`config.mk`:
```
export PLATFORM = sky130hd
export DESIGN_NAME = regfile_sb
export DESIGN_NICKNAME = d
export VERILOG_FILES = /design/src/rtl/regfile_pkg.sv /design/src/rtl/regfile_scoreboard.sv /design/src/rtl/regfile_sb.sv
export SDC_FILE = /design/constraint.sdc
export NUM_CORES = 2
export LEC_CHECK = 0
export CORE_MARGIN = 1.5
export CORE_UTILIZATION = 35
export CTS_CLUSTER_SIZE = 28
export DETAILED_ROUTE_END_ITERATION = 8
export PLACE_DENSITY_LB_ADDON = 0.2
export SLEW_MARGIN = 25
export SYNTH_ARGS = -nofsm -noshare
export SYNTH_HDL_FRONTEND = slang
export SYNTH_SLANG_ARGS = --single-unit
```
`constraint.sdc`:
```
create_clock -name clk -period 5.8 [get_ports clk]
set_input_delay 1.16 -clock clk [delete_from_list [all_inputs] [get_ports clk]]
set_output_delay 1.16 -clock clk [all_outputs]
set_load 0.03 [all_outputs]
```
`src/rtl/regfile_pkg.sv`:
```
// Shared constants, FSM state type and bus-slicing helper for the regfile_sb register file.
// The optional same-cycle write forwarding is compiled in with the REGFILE_BYPASS_EN macro.
package regfile_pkg;

    localparam int unsigned XLEN_DEF  = 32;
    localparam int unsigned NREGS_DEF = 32;

    // Widest packed bus / field the slicing helper accepts.
    localparam int unsigned BUS_W   = 1024;
    localparam int unsigned FIELD_W = 64;

    typedef enum logic {
        RF_IDLE  = 1'b0,
        RF_SWEEP = 1'b1
    } rf_state_e;

    // Returns field k of width w from a packed bus of equal-width fields.
    function automatic logic [FIELD_W-1:0] port_field(
        input logic [BUS_W-1:0] bus,
        input int unsigned      k,
        input int unsigned      w
    );
        logic [BUS_W-1:0]   shifted;
        logic [FIELD_W-1:0] mask;
        shifted = bus >> (k * w);
        mask    = {FIELD_W{1'b1}} >> (FIELD_W - w);
        return shifted[FIELD_W-1:0] & mask;
    endfunction

endpackage

```
`src/rtl/regfile_scoreboard.sv`:
```
// Per-register busy scoreboard: reservations set, writebacks/sweep clear, set wins a tie.
// Register 0 is never busy.
module regfile_scoreboard
    import regfile_pkg::*;
#(
    parameter int unsigned NREGS = NREGS_DEF,
    parameter int unsigned NRD   = 2,
    parameter int unsigned AW    = $clog2(NREGS)
) (
    input  logic              clk,
    input  logic              reset,
    input  logic              clr_en,
    input  logic [AW-1:0]     clr_addr,
    input  logic              set_en,
    input  logic [AW-1:0]     set_addr,
    input  logic [NRD*AW-1:0] rd_addr,
    output logic [NRD-1:0]    rd_busy
);

    logic [NREGS-1:0] busy_q;
    logic [NREGS-1:0] busy_d;

    always_comb begin
        busy_d = busy_q;
        if (clr_en) busy_d[clr_addr] = 1'b0;
        if (set_en) busy_d[set_addr] = 1'b1;
        busy_d[0] = 1'b0;
    end

    always_ff @(posedge clk) begin
        if (reset) busy_q <= '0;
        else       busy_q <= busy_d;
    end

    always_comb begin
        rd_busy = '0;
        for (int unsigned k = 0; k < NRD; k++) begin
            rd_busy[k] = busy_q[AW'(port_field(BUS_W'(rd_addr), k, AW))];
        end
    end

endmodule

```
`src/rtl/regfile_sb.sv`:
```
// Multi-read-port register file with busy scoreboard and a hardware zeroing sweep.
// Define REGFILE_BYPASS_EN to forward a same-cycle writeback onto matching read ports.
module regfile_sb
    import regfile_pkg::*;
#(
    parameter  int unsigned XLEN  = XLEN_DEF,
    parameter  int unsigned NREGS = NREGS_DEF,
    parameter  int unsigned NRD   = 2,
    localparam int unsigned AW    = $clog2(NREGS)
) (
    input  logic                clk,
    input  logic                reset,
    input  logic [NRD*AW-1:0]   rd_addr,
    output logic [NRD*XLEN-1:0] rd_data,
    output logic [NRD-1:0]      rd_busy,
    input  logic                wr_en,
    input  logic [AW-1:0]       wr_addr,
    input  logic [XLEN-1:0]     wr_data,
    input  logic                rsv_en,
    input  logic [AW-1:0]       rsv_addr,
    input  logic                init_req,
    output logic                init_busy
);

    rf_state_e       state_q;
    logic [AW-1:0]   cnt_q;
    logic            init_busy_q;
    logic [XLEN-1:0] regs_q [NREGS];
    logic [XLEN-1:0] regs_d [NREGS];
    logic [NRD-1:0]  busy_raw;

    logic sweeping;
    logic wr_ok;
    logic rsv_ok;
    logic last_cnt;

    // Writeback and issue traffic is dropped, not queued, while sweeping.
    assign sweeping = (state_q == RF_SWEEP);
    assign wr_ok    = wr_en  && (wr_addr  != '0) && !sweeping;
    assign rsv_ok   = rsv_en && (rsv_addr != '0) && !sweeping;
    assign last_cnt = (cnt_q == AW'(NREGS - 1));

    always_ff @(posedge clk) begin
        if (reset) begin
            state_q     <= RF_IDLE;
            cnt_q       <= '0;
            init_busy_q <= 1'b0;
        end else begin
            case (state_q)
                RF_IDLE: begin
                    if (init_req) begin
                        state_q     <= RF_SWEEP;
                        cnt_q       <= AW'(1);
                        init_busy_q <= 1'b1;
                    end
                end
                RF_SWEEP: begin
                    if (last_cnt) begin
                        state_q     <= RF_IDLE;
                        cnt_q       <= '0;
                        init_busy_q <= 1'b0;
                    end else begin
                        cnt_q <= cnt_q + 1'b1;
                    end
                end
            endcase
        end
    end

    assign init_busy = init_busy_q;

    always_comb begin
        regs_d = regs_q;
        if (sweeping)   regs_d[cnt_q]   = '0;
        else if (wr_ok) regs_d[wr_addr] = wr_data;
        regs_d[0] = '0;
    end

    always_ff @(posedge clk) begin
        if (reset) begin
            for (int unsigned i = 0; i < NREGS; i++) regs_q[i] <= '0;
        end else begin
            regs_q <= regs_d;
        end
    end

    regfile_scoreboard #(
        .NREGS (NREGS),
        .NRD   (NRD),
        .AW    (AW)
    ) u_scoreboard (
        .clk      (clk),
        .reset    (reset),
        .clr_en   (sweeping || wr_ok),
        .clr_addr (sweeping ? cnt_q : wr_addr),
        .set_en   (rsv_ok),
        .set_addr (rsv_addr),
        .rd_addr  (rd_addr),
        .rd_busy  (busy_raw)
    );

    always_comb begin
        logic [AW-1:0] addr_k;
        addr_k  = '0;
        rd_data = '0;
        rd_busy = '0;
        for (int unsigned k = 0; k < NRD; k++) begin
            addr_k = AW'(port_field(BUS_W'(rd_addr), k, AW));
            rd_data[k*XLEN +: XLEN] = regs_q[addr_k];
            rd_busy[k]              = busy_raw[k];
`ifdef REGFILE_BYPASS_EN
            // A reservation landing on the same register keeps the stored busy view.
            if (wr_ok && (addr_k == wr_addr)) begin
                rd_data[k*XLEN +: XLEN] = wr_data;
                if (!(rsv_ok && (rsv_addr == addr_k))) rd_busy[k] = 1'b0;
            end
`endif
        end
    end

endmodule

```
==> impl_metrics.json <==
{
  "power.total_mw": 16.7,
  "p_per_area_nw_per_um2": 280,
  "clk_pin_slew_worst_paths_ns": 0.06,
  "core_um2": 148000,
  "hp-start": "u_scoreboard.busy_q[9]",
  "post-route-period-util": 0.958,
  "ys_ff_latch": 1030,
  "ys_types": 46,
  "numPortBuffers": 123,
  "period_needed_ns": 5.56,
  "first_pass_iters": 6,
  "grt_max_degree": 179,
  "ant_nets": 0,
  "wl_per_cell_um": 28.7,
  "synth_compound_area_frac": 0.224,
  "numCtsBuffers": 113,
  "worstPathRequired_ns": 4.64,
  "reg2reg_from": "state_q",
  "nNetsFinal": 5730,
  "ir_drop_mv": 0.260,
  "arrival_ns": 4.40,
  "crit_fanout": 20,
  "io_pins": 124,
  "rsz0062_at_grt": "false",
  "grt_overflow": 0,
  "yosys_warnings": 0,
  "layout_common_cells": "1256 x a22oi_1, 1029 x dfxtp_1, 1004 x nor2_1",
  "htree_levels": 3,
  "synth_top_family_by_area": "compound AO/OA/AOI/OAI gates",
  "clock_sinks": 1030,
  "synthesis.area_um2": 52200,
  "stdcell_count": 7692,
  "cp-start-kind": "input port",
  "setup_viol": 0,
  "hold_viol_final": 0,
  "drv_cap": 0,
  "via_per_inst": 6.33,
  "synth.area.mux_share": 0.195,
  "layout_commonest_cell": "a22oi_1",
  "fp.dieH_um": 389,
  "dieWidth_um": 389,
  "worstSetupPathType": "in2out",
  "post-place-cells": 7483,
  "ctsHoldBuffers": 0,
  "synth_fa_ha_area_frac": 0.00120,
  "root_buffer": "clkbuf_16",
  "place_hpwl_um": 131000,
  "drc": 0,
  "multi_input_area_um2": 29300,
  "timing.fmax_ghz": 0.180,
  "grt_pass1_vias": 45451,
  "ys.flop_type": "dfxtp_1",
  "async_flop_share": 0,
  "hold-path-cell-count": 2,
  "gp_congestion": 0.869,
  "antenna_found_initial": 5,
  "worstReg2RegEnd": "regs_q[104]",
  "initial_core_util": 0.353,
  "drt-initial-drc-count": 6416,
  "grt_usage": 0.279,
  "yosysSeqAreaShare": 0.395,
  "die_area_um2": 151000,
  "regArea_um2": 20600,
  "tightest_slew_ns": 1.04,
  "rrSetupSlack_ns": 2.67,
  "cts_setup_buffers": 0,
  "vias": 48652,
  "ctsResizeCount": 0,
  "cp-end-kind": "output pin",
  "timing.slew.headroom": 0.304,
  "syn2layout_area_growth_pct": 14.1,
  "drive_gt1_frac": 0.114,
  "syn-num-nets": 5938,
  "synth_xor_xnor_area_share": 0,
  "clk_latency_ns": 0.77,
  "hp-class": "reg2reg",
  "rows": 141,
  "num-fill-cells": 14617,
  "hold-path-endpoint": "u_scoreboard.busy_q[9]",
  "synth_cells": 5876,
  "setup_tns_ns": 0,
  "grt_first_pass_wirelength_um": 320000,
  "fin_hold_ws_ns": 0.488,
  "synth-simple-area-share": 0.131,
  "clock_skew_ns": 0.0387,
  "slew_viol_final": 0,
  "reg2regPathDepth": 6,
  "routed_wl_um": 221000,
  "status": "complete, no violations",
  "leakagePower_nw": 22.0,
  "synth_edf_count": 0,
  "cts_tree": "yes",
  "avgSynthCellArea_um2": 8.88,
  "cts_max_path_buffers": 3
}
[cell usage after synthesis, types with 2 or more instances]
master	number	area (um2)
nor2_2	3	18.8
nor3_1	79	395
or3b_2	2	17.5
nand3_1	201	1010
o21ai_0	36	180
a31oi_1	67	419
clkbuf_1	474	1780
a221oi_1	66	578
buf_2	140	701
a21oi_1	199	996
mux4_2	66	1490
nor2b_1	77	482
or2_2	2	12.5
nor3b_1	5	37.5
and2_1	6	37.5
nor2_1	1018	3820
buf_4	35	263
nor4_1	2	12.5
a21boi_0	2	15.0
inv_1	4	15.0
ha_1	5	62.6
a22oi_1	1256	9430
nor3_4	6	97.6
nand2_1	183	687
buf_1	24	90.1
mux2i_1	792	7930
mux2_2	66	743
dfxtp_1	1030	20600
and3b_1	2	17.5
nand3b_1	5	37.5
nand2b_1	5	31.3
nand4bb_1	2	22.5
or3_1	2	12.5
and3_1	2	12.5
[area by class of cell]
class                   count  area share
diodes                      1   0.0000420
clock buffers             178      0.0578
clock inverters            30     0.00729
inverters                   4    0.000252
multi-input cells        4169       0.492
flip-flops and latches   1030       0.346
well taps                1930      0.0405
repair buffers            350      0.0560
[flip-flops by register name, indices dropped and copies added, names as in the netlist]
| signal | flops |
|---|---|
| u_scoreboard.busy_q | 31 |
| state_q | 1 |
| init_busy | 1 |
| regs_q | 992 |
| cnt_q | 5 |
[kinds of logic after synthesis]
family | count (synthesis)
flops | 1030
fa+ha+maj | 5
simple gates | 1607
compound gates | 1633
mux | 924
buf+inv | 677
[report_power, final]
part	leakage [nW]	switching, mW	internal, mW
Clock	1.90	3.16	4.45
Sequential	8.30	0.0423	7.12
Combinational	11.8	1.32	0.594
Total	22.0	4.52	12.2
[layer usage]
metal	GRT usage	routed length, um	vias up
met5	0	42	-
met4	0.111	8460	6
met3	0.0468	19500	466
met2	0.426	96900	2499
met1	0.390	95700	24376
li1	-	-	21305
[worst max-delay path by stage]
stage	from	to	slack [ns]	cells past startpoint
3_5_place_dp	rd_addr[6]	rd_data[60]	0.36	9
3_3_place_gp	rd_addr[6]	rd_data[60]	0.38	9
5_1_grt	rd_addr[6]	rd_data[32]	0.29	7
6_report	rd_addr[9]	rd_data[45]	0.24	7
2_1_floorplan	rd_addr[1]	rd_data[30]	1.82	8
4_1_cts	rd_addr[6]	rd_data[60]	0.33	9
[through the flow]
step	area [um2]	utilization	worst slack, ns
2_1_floorplan	52200	-	1.82
3_3_place_gp	55700	0.377	0.383
3_5_place_dp	55700	0.377	0.364
4_1_cts	59600	0.403	0.335
5_1_grt	59600	0.403	0.288
6_report	59600	0.403	0.242
[critical path, stage by stage]
cell	delay (ns)
clkdlybuf4s50_1	0.59
or2_2	0.69
buf_4	0.35
nor3_1	0.09
a31oi_1	0.52
nand3_1	0.28
clkdlybuf4s50_1	0.66
Note: power is estimated with default switching activity, not from simulation.
